File: src/rtl/cond_delay_xor_if.sv
// Channel bundle for cond_delay_xor: inputs a/b and outputs x/busy (+ rej when
// CDX_REJECT_CNT_EN is defined). The master drives a/b; the slave is the XOR block.
interface cond_delay_xor_if #(
  parameter int CH = 4
);
  logic [CH-1:0] a;
  logic [CH-1:0] b;
  logic [CH-1:0] x;
  logic [CH-1:0] busy;
`ifdef CDX_REJECT_CNT_EN
  logic [15:0]   rej;

  modport master (output a, b, input  x, busy, rej);
  modport slave  (input  a, b, output x, busy, rej);
`else
  modport master (output a, b, input  x, busy);
  modport slave  (input  a, b, output x, busy);
`endif
endinterface

File: src/rtl/cond_delay_xor.sv
// Multi-channel clocked XOR with inertial, path-dependent latency per channel.
// Optional glitch-reject counter on bus.rej when CDX_REJECT_CNT_EN is defined.
module cond_delay_xor #(
  parameter int CH       = 4,
  parameter int DW       = 6,
  parameter int DLY_A_HI = 10,
  parameter int DLY_A_LO = 21,
  parameter int DLY_B    = 12
) (
  input  logic             clk,
  input  logic             rst_n,
  cond_delay_xor_if.slave  bus
);

  // When a and b both change the target is unchanged, but the delay still matters for cancel.
  localparam int DLY_AB_HI = (DLY_A_HI > DLY_B) ? DLY_A_HI : DLY_B;
  localparam int DLY_AB_LO = (DLY_A_LO > DLY_B) ? DLY_A_LO : DLY_B;

  if (DLY_A_HI < 1 || DLY_A_HI >= 2**DW ||
      DLY_A_LO < 1 || DLY_A_LO >= 2**DW ||
      DLY_B    < 1 || DLY_B    >= 2**DW) begin : g_bad_dly
    $error("cond_delay_xor: every delay must lie in 1..2**DW-1");
  end

  logic [CH-1:0] r_a_q;
  logic [CH-1:0] r_b_q;

  always_ff @(posedge clk) begin
    if (!rst_n) begin
      r_a_q <= '0;
      r_b_q <= '0;
    end else begin
      r_a_q <= bus.a;
      r_b_q <= bus.b;
    end
  end

`ifdef CDX_REJECT_CNT_EN
  logic [CH-1:0] w_cancel;
`endif

  for (genvar gi = 0; gi < CH; gi++) begin : g_ch
    logic          w_a_chg;
    logic          w_b_chg;
    logic          w_ev;
    logic          w_tgt;
    logic [DW-1:0] w_dly;
    logic          r_x;
    logic          r_busy;
    logic          r_tgt;
    logic [DW-1:0] r_cnt;

    always_comb begin
      w_a_chg = bus.a[gi] ^ r_a_q[gi];
      w_b_chg = bus.b[gi] ^ r_b_q[gi];
      w_ev    = w_a_chg | w_b_chg;
      w_tgt   = bus.a[gi] ^ bus.b[gi];
      w_dly   = DW'(DLY_B);
      if (w_a_chg && w_b_chg) begin
        w_dly = bus.a[gi] ? DW'(DLY_AB_HI) : DW'(DLY_AB_LO);
      end else if (w_a_chg) begin
        w_dly = bus.a[gi] ? DW'(DLY_A_HI) : DW'(DLY_A_LO);
      end
    end

    // Counter holds the edges remaining; the edge that sees 1 applies the target.
    always_ff @(posedge clk) begin
      if (!rst_n) begin
        r_x    <= 1'b0;
        r_busy <= 1'b0;
        r_tgt  <= 1'b0;
        r_cnt  <= '0;
      end else if (w_ev && (w_tgt != r_x)) begin
        r_busy <= 1'b1;
        r_tgt  <= w_tgt;
        r_cnt  <= w_dly;
      end else if (w_ev && r_busy) begin
        r_busy <= 1'b0;
      end else if (r_busy) begin
        if (r_cnt == DW'(1)) begin
          r_x    <= r_tgt;
          r_busy <= 1'b0;
        end else begin
          r_cnt  <= r_cnt - DW'(1);
        end
      end
    end

    assign bus.x[gi]    = r_x;
    assign bus.busy[gi] = r_busy;
`ifdef CDX_REJECT_CNT_EN
    assign w_cancel[gi] = w_ev && (w_tgt == r_x) && r_busy;
`endif
  end

`ifdef CDX_REJECT_CNT_EN
  logic [15:0] r_rej;
  logic [16:0] w_ncancel;
  logic [16:0] w_rej_sum;

  always_comb begin
    w_ncancel = '0;
    for (int i = 0; i < CH; i++) begin
      w_ncancel = w_ncancel + 17'(w_cancel[i]);
    end
    w_rej_sum = {1'b0, r_rej} + w_ncancel;
  end

  always_ff @(posedge clk) begin
    if (!rst_n) begin
      r_rej <= '0;
    end else if (w_rej_sum[16]) begin
      r_rej <= 16'hFFFF;
    end else begin
      r_rej <= w_rej_sum[15:0];
    end
  end

  assign bus.rej = r_rej;
`endif

endmodule

File: src/flat_wrapper.sv
// flat-port wrapper written by rule: the top's interface ports become plain ports
module cond_delay_xor_flat 
#(
  parameter int CH       = 4,
  parameter int DW       = 6,
  parameter int DLY_A_HI = 10,
  parameter int DLY_A_LO = 21,
  parameter int DLY_B    = 12
)
  (clk, rst_n, bus_a, bus_b, bus_x, bus_busy);
  cond_delay_xor_if #(.CH(CH)) bus_i ();
  input  logic clk;
  input  logic rst_n;
  input wire logic [$bits(bus_i.a)-1:0] bus_a;
  input wire logic [$bits(bus_i.b)-1:0] bus_b;
  output wire logic [$bits(bus_i.x)-1:0] bus_x;
  output wire logic [$bits(bus_i.busy)-1:0] bus_busy;
  assign bus_i.a = bus_a;
  assign bus_i.b = bus_b;
  assign bus_x = bus_i.x;
  assign bus_busy = bus_i.busy;
  cond_delay_xor #(.CH(CH), .DW(DW), .DLY_A_HI(DLY_A_HI), .DLY_A_LO(DLY_A_LO), .DLY_B(DLY_B)) u_core (.clk(clk), .rst_n(rst_n), .bus(bus_i));
endmodule
File: config.mk
export PLATFORM = sky130hd
export DESIGN_NAME = cond_delay_xor_flat
export DESIGN_NICKNAME = d
export VERILOG_FILES = /design/src/rtl/cond_delay_xor_if.sv /design/src/rtl/cond_delay_xor.sv /design/src/flat_wrapper.sv
export SDC_FILE = /design/constraint.sdc
export NUM_CORES = 1
export LEC_CHECK = 0
export CAP_MARGIN = 30
export CORE_ASPECT_RATIO = 0.7
export CORE_MARGIN = 4
export CORE_UTILIZATION = 52
export CTS_CLUSTER_DIAMETER = 100
export DETAILED_ROUTE_END_ITERATION = 10
export GPL_ROUTABILITY_DRIVEN = 1
export GPL_TIMING_DRIVEN = 0
export PLACE_DENSITY = 0.76
export SYNTH_ARGS = -nofsm -noshare
export SYNTH_HDL_FRONTEND = slang
export SYNTH_SLANG_ARGS = --single-unit
File: constraint.sdc
create_clock -name clk -period 2.22 [get_ports clk]
set_input_delay 0.666 -clock clk [delete_from_list [all_inputs] [get_ports clk]]
set_output_delay 0.666 -clock clk [all_outputs]
set_load 0.05 [all_outputs]
==> results of run 1 <==
==> logic make-up (layout without fill, tap and decap cells) <==
kind of cell               count (synthesis)  count (layout)  synth area share
AOI/OAI and AO/OA                         75              75             0.201
xor gates and xnor gates                  20              20            0.0761
adders and majority gates                 24              24             0.113
buffers and inverters                     43              71            0.0751
DFF                                       44              44             0.333
muxes                                     11              11            0.0430
and+or+nand+nor                           81              81             0.158
==> flip-flops by register name, summed over array words and instances, names as in the netlist <==
register and count:
u_core.g_ch.r_tgt 4, u_core.g_ch.r_busy 4, u_core.r_b_q 4, u_core.g_ch.r_x 4, u_core.r_a_q 4, u_core.g_ch.r_cnt 24
==> power groups by stage <==
| stage | combinational, uW | sequential [uW] | clock [uW] |
|---|---|---|---|
| 6_report | 425 | 908 | 469 |
| 5_1_grt | 474 | 915 | 515 |
| 4_1_cts | 418 | 904 | 485 |
| 3_5_place_dp | 393 | 920 | 0 |
| 3_3_place_gp | 384 | 917 | 0 |
| 2_1_floorplan | 298 | 907 | 0 |
==> critical path, stage by stage (launching register included) <==
cell and delay, ns:
dfxtp_1 0.33, buf_4 0.10, clkdlybuf4s50_1 0.78
==> synthesized netlist by cell type, drive strengths merged (7+ instances only) <==
| library cell | instances |
|---|---|
| a21oi | 26 |
| buf | 10 |
| dfxtp | 44 |
| ha | 24 |
| inv | 29 |
| mux2i | 8 |
| nand2 | 15 |
| nand3 | 16 |
| nor2 | 16 |
| o21ai | 12 |
| o22a | 9 |
| xnor2 | 13 |
| xor2 | 7 |
==> layer usage <==
metal | up-vias | track usage | wire, um
li1 | 1103 | - | -
met1 | 993 | 0.263 | 2800
met2 | 39 | 0.272 | 2320
met3 | 2 | 0.0390 | 260
met4 | 0 | 0.0439 | 21
met5 | - | 0 | 0
==> worst paths after layout <==
kind	from	to	slack [ns]	depth (start not counted)
max	u_core.g_ch[2].r_busy$_SDFF_PN0_	bus_busy[2]	0.05	2
min	u_core.g_ch[3].r_tgt$_SDFFE_PN0N_	u_core.g_ch[3].r_tgt$_SDFFE_PN0N_	0.47	2
max reg2reg	u_core.g_ch[3].r_cnt[0]$_SDFFE_PN0P_	u_core.g_ch[3].r_cnt[2]$_SDFFE_PN0P_	0.27	6
min reg2reg	u_core.g_ch[3].r_tgt$_SDFFE_PN0N_	u_core.g_ch[3].r_tgt$_SDFFE_PN0N_	0.47	2
==> area by class of cell <==
cell class              count  area, um^2  area share
multi-input cells         211        1660       0.538
inverters                  29         109      0.0353
well taps                  69        86.3      0.0280
plain buffers              14        93.8      0.0304
repair buffers             21         179      0.0580
clock inverters             1        5.00     0.00162
clock buffers               6        72.6      0.0235
flip-flops and latches     44         881       0.285
==> stage by stage <==
stage	instances	total power, uW	util
finish	395	1800	0.635
floorplan	298	1200	-
global route	395	1900	0.635
CTS	395	1810	0.633
detailed placement	384	1310	0.597
global placement	384	1300	0.597
==> timing repair <==
item,4_1_cts,5_1_grt
resized for setup,34,9
buffers inserted,4,0
pin swaps,3,0
endpoints found under the setup margin,43,15
==> summary.txt, run 1 <==
Logic synthesis
  – Sequential share of the synthesized area: 0.333
  – Syn avg cell area: roughly 9 um^2
  – Yosys top cell area share: 0.333
  – Syn Inst Count: about 300
  – Synth Warn #: 0
  – Synth Net Count: 332
  – Async SR Flop Fraction: 0
  – Main synth FF type: dfxtp_1
  – Top post-synthesis cells by area: dfxtp_1 33%, ha_1 11%, a21oi_1 4.9%, inv_1 4.0%, xnor2_1 3.6%
  – Netlist Area Pre-Place: between 0.002 and 0.003 mm^2
  – Top cell type by total area after synthesis: dfxtp_1
  – Post-synth EDFFs: 0
  – FF+latch count, synth: 44
  – Netlist cell types: between 40 and 50

Cells and area
  – Most frequent cells in the layout: 44 x dfxtp_1, 27 x inv_1, 25 x a21oi_1, 20 x ha_1, 16 x nor2_1
  – N_diodes: 0
  – Area Growth Syn to Fin: 16.6%
  – Layout Cell Area excl Fill: around 0.003 mm^2
  – Commonest non-fill, non-tap cell in the layout: dfxtp_1
  – Filler cells: about 400
  – Ratio of cells with drive above 1 in the final layout: 0.147
  – Final nets: 360

STA
  – Final hold violations: 0
  – Fin crit period: roughly 2.2 ns
  – Worst slew margin: 0.589
  – Worst-margin pin slew: slightly above 0.6 ns
  – Fin Hold WS: approximately 0.47 ns
  – Final Setup Violations: 0
  – Final Worst Setup Slack: 0.0492 ns
  – Setup TNS: 0 ns
  – Clock Skews: approximately 0.0086 ns
  – RSZ-0062 raised after global routing: no
  – Final Cycle Share: 0.978
  – Max-slew violations: 0
  – Fmax: 0.461 GHz

Drt
  – WL per Instance: about 14 um
  – DR pass1 iterations: 5
  – Vias post-DR: 2137
  – Vias per cell: between 5 and 6
  – Final WL: around 5.4 mm
  – Final ANT Viol Nets: 0
  – Drt drc: 0
  – Iteration-0 DRC Markers: 150

Clock tree
  – CTS buffer count: 5
  – Sinks on Clock Net: 44
  – Clock transition at the registers of the reported paths: about 0.080 ns
  – H-tree level count: 2
  – CTS Hold Bufs: 0
  – Worst skew pair latency: 0.29 ns
  – CTS tree: done
  – Clock root buffer: clkbuf_8
  – Max Root-Sink Buffers: 2

Pwr
  – Switching Fraction: 0.306
  – Combinational share of power: 0.236
  – P_leak: around 0.0012 uW
  – Clk pwr share: 0.260
  – Power Density: about 600 mW/mm^2
  – P_sw: 551 uW
  – Peak supply drop: 0.329 mV
  – Pint: ~1300 uW
  – Flop pwr share: 0.504

Setup path
  – CP startpoint kind: flop
  – CP endpoint kind: primary output
  – Critical Path AT: 1.50 ns
  – CP Max Fanout: 2
  – Crit Path Category: flop to primary output
  – CP required: approximately 1.6 ns

Floorplanning
  – Total die area: between 0.006 and 0.007 mm^2
  – DIE WIDTH: roughly 93 um
  – Io pins: 18
  – Initial Utilization: 0.545
  – Die Ht: ~68 um
  – Num rows: 21
  – Area of the core: between 0.004 and 0.005 mm^2

Global route
  – Global Route Usage Sum: 0.181
  – Number of global-route vias before repair: between 1.5k and 2k
  – First-pass GRT wire length: between 9 and 10 mm
  – Initial antenna violation count: 0
  – Remaining global-route overflow: 0
  – Largest net degree at the start of global routing: 13

Run status
  – Status: finished clean

Placed design
  – DP Area: around 0.0029 mm^2
  – Port buffer count: 17
  – Pre-CTS setup slack: -0.965 ns
  – RePlAce Congestion: 0.806
  – Post-DP HPWL: 3.81 mm

Min path
  – Hold WC Path Type: flop to flop

Run
  – Max Cap Viol: 0
No activity file was read; power rests on OpenSTA's default activity.
==> run 2: changes to the inputs <==
Settings changed: SLEW_MARGIN from default to 10.
==> results of run 2 <==
No change in the layout: final DEF, timing and power equal those of run 1.
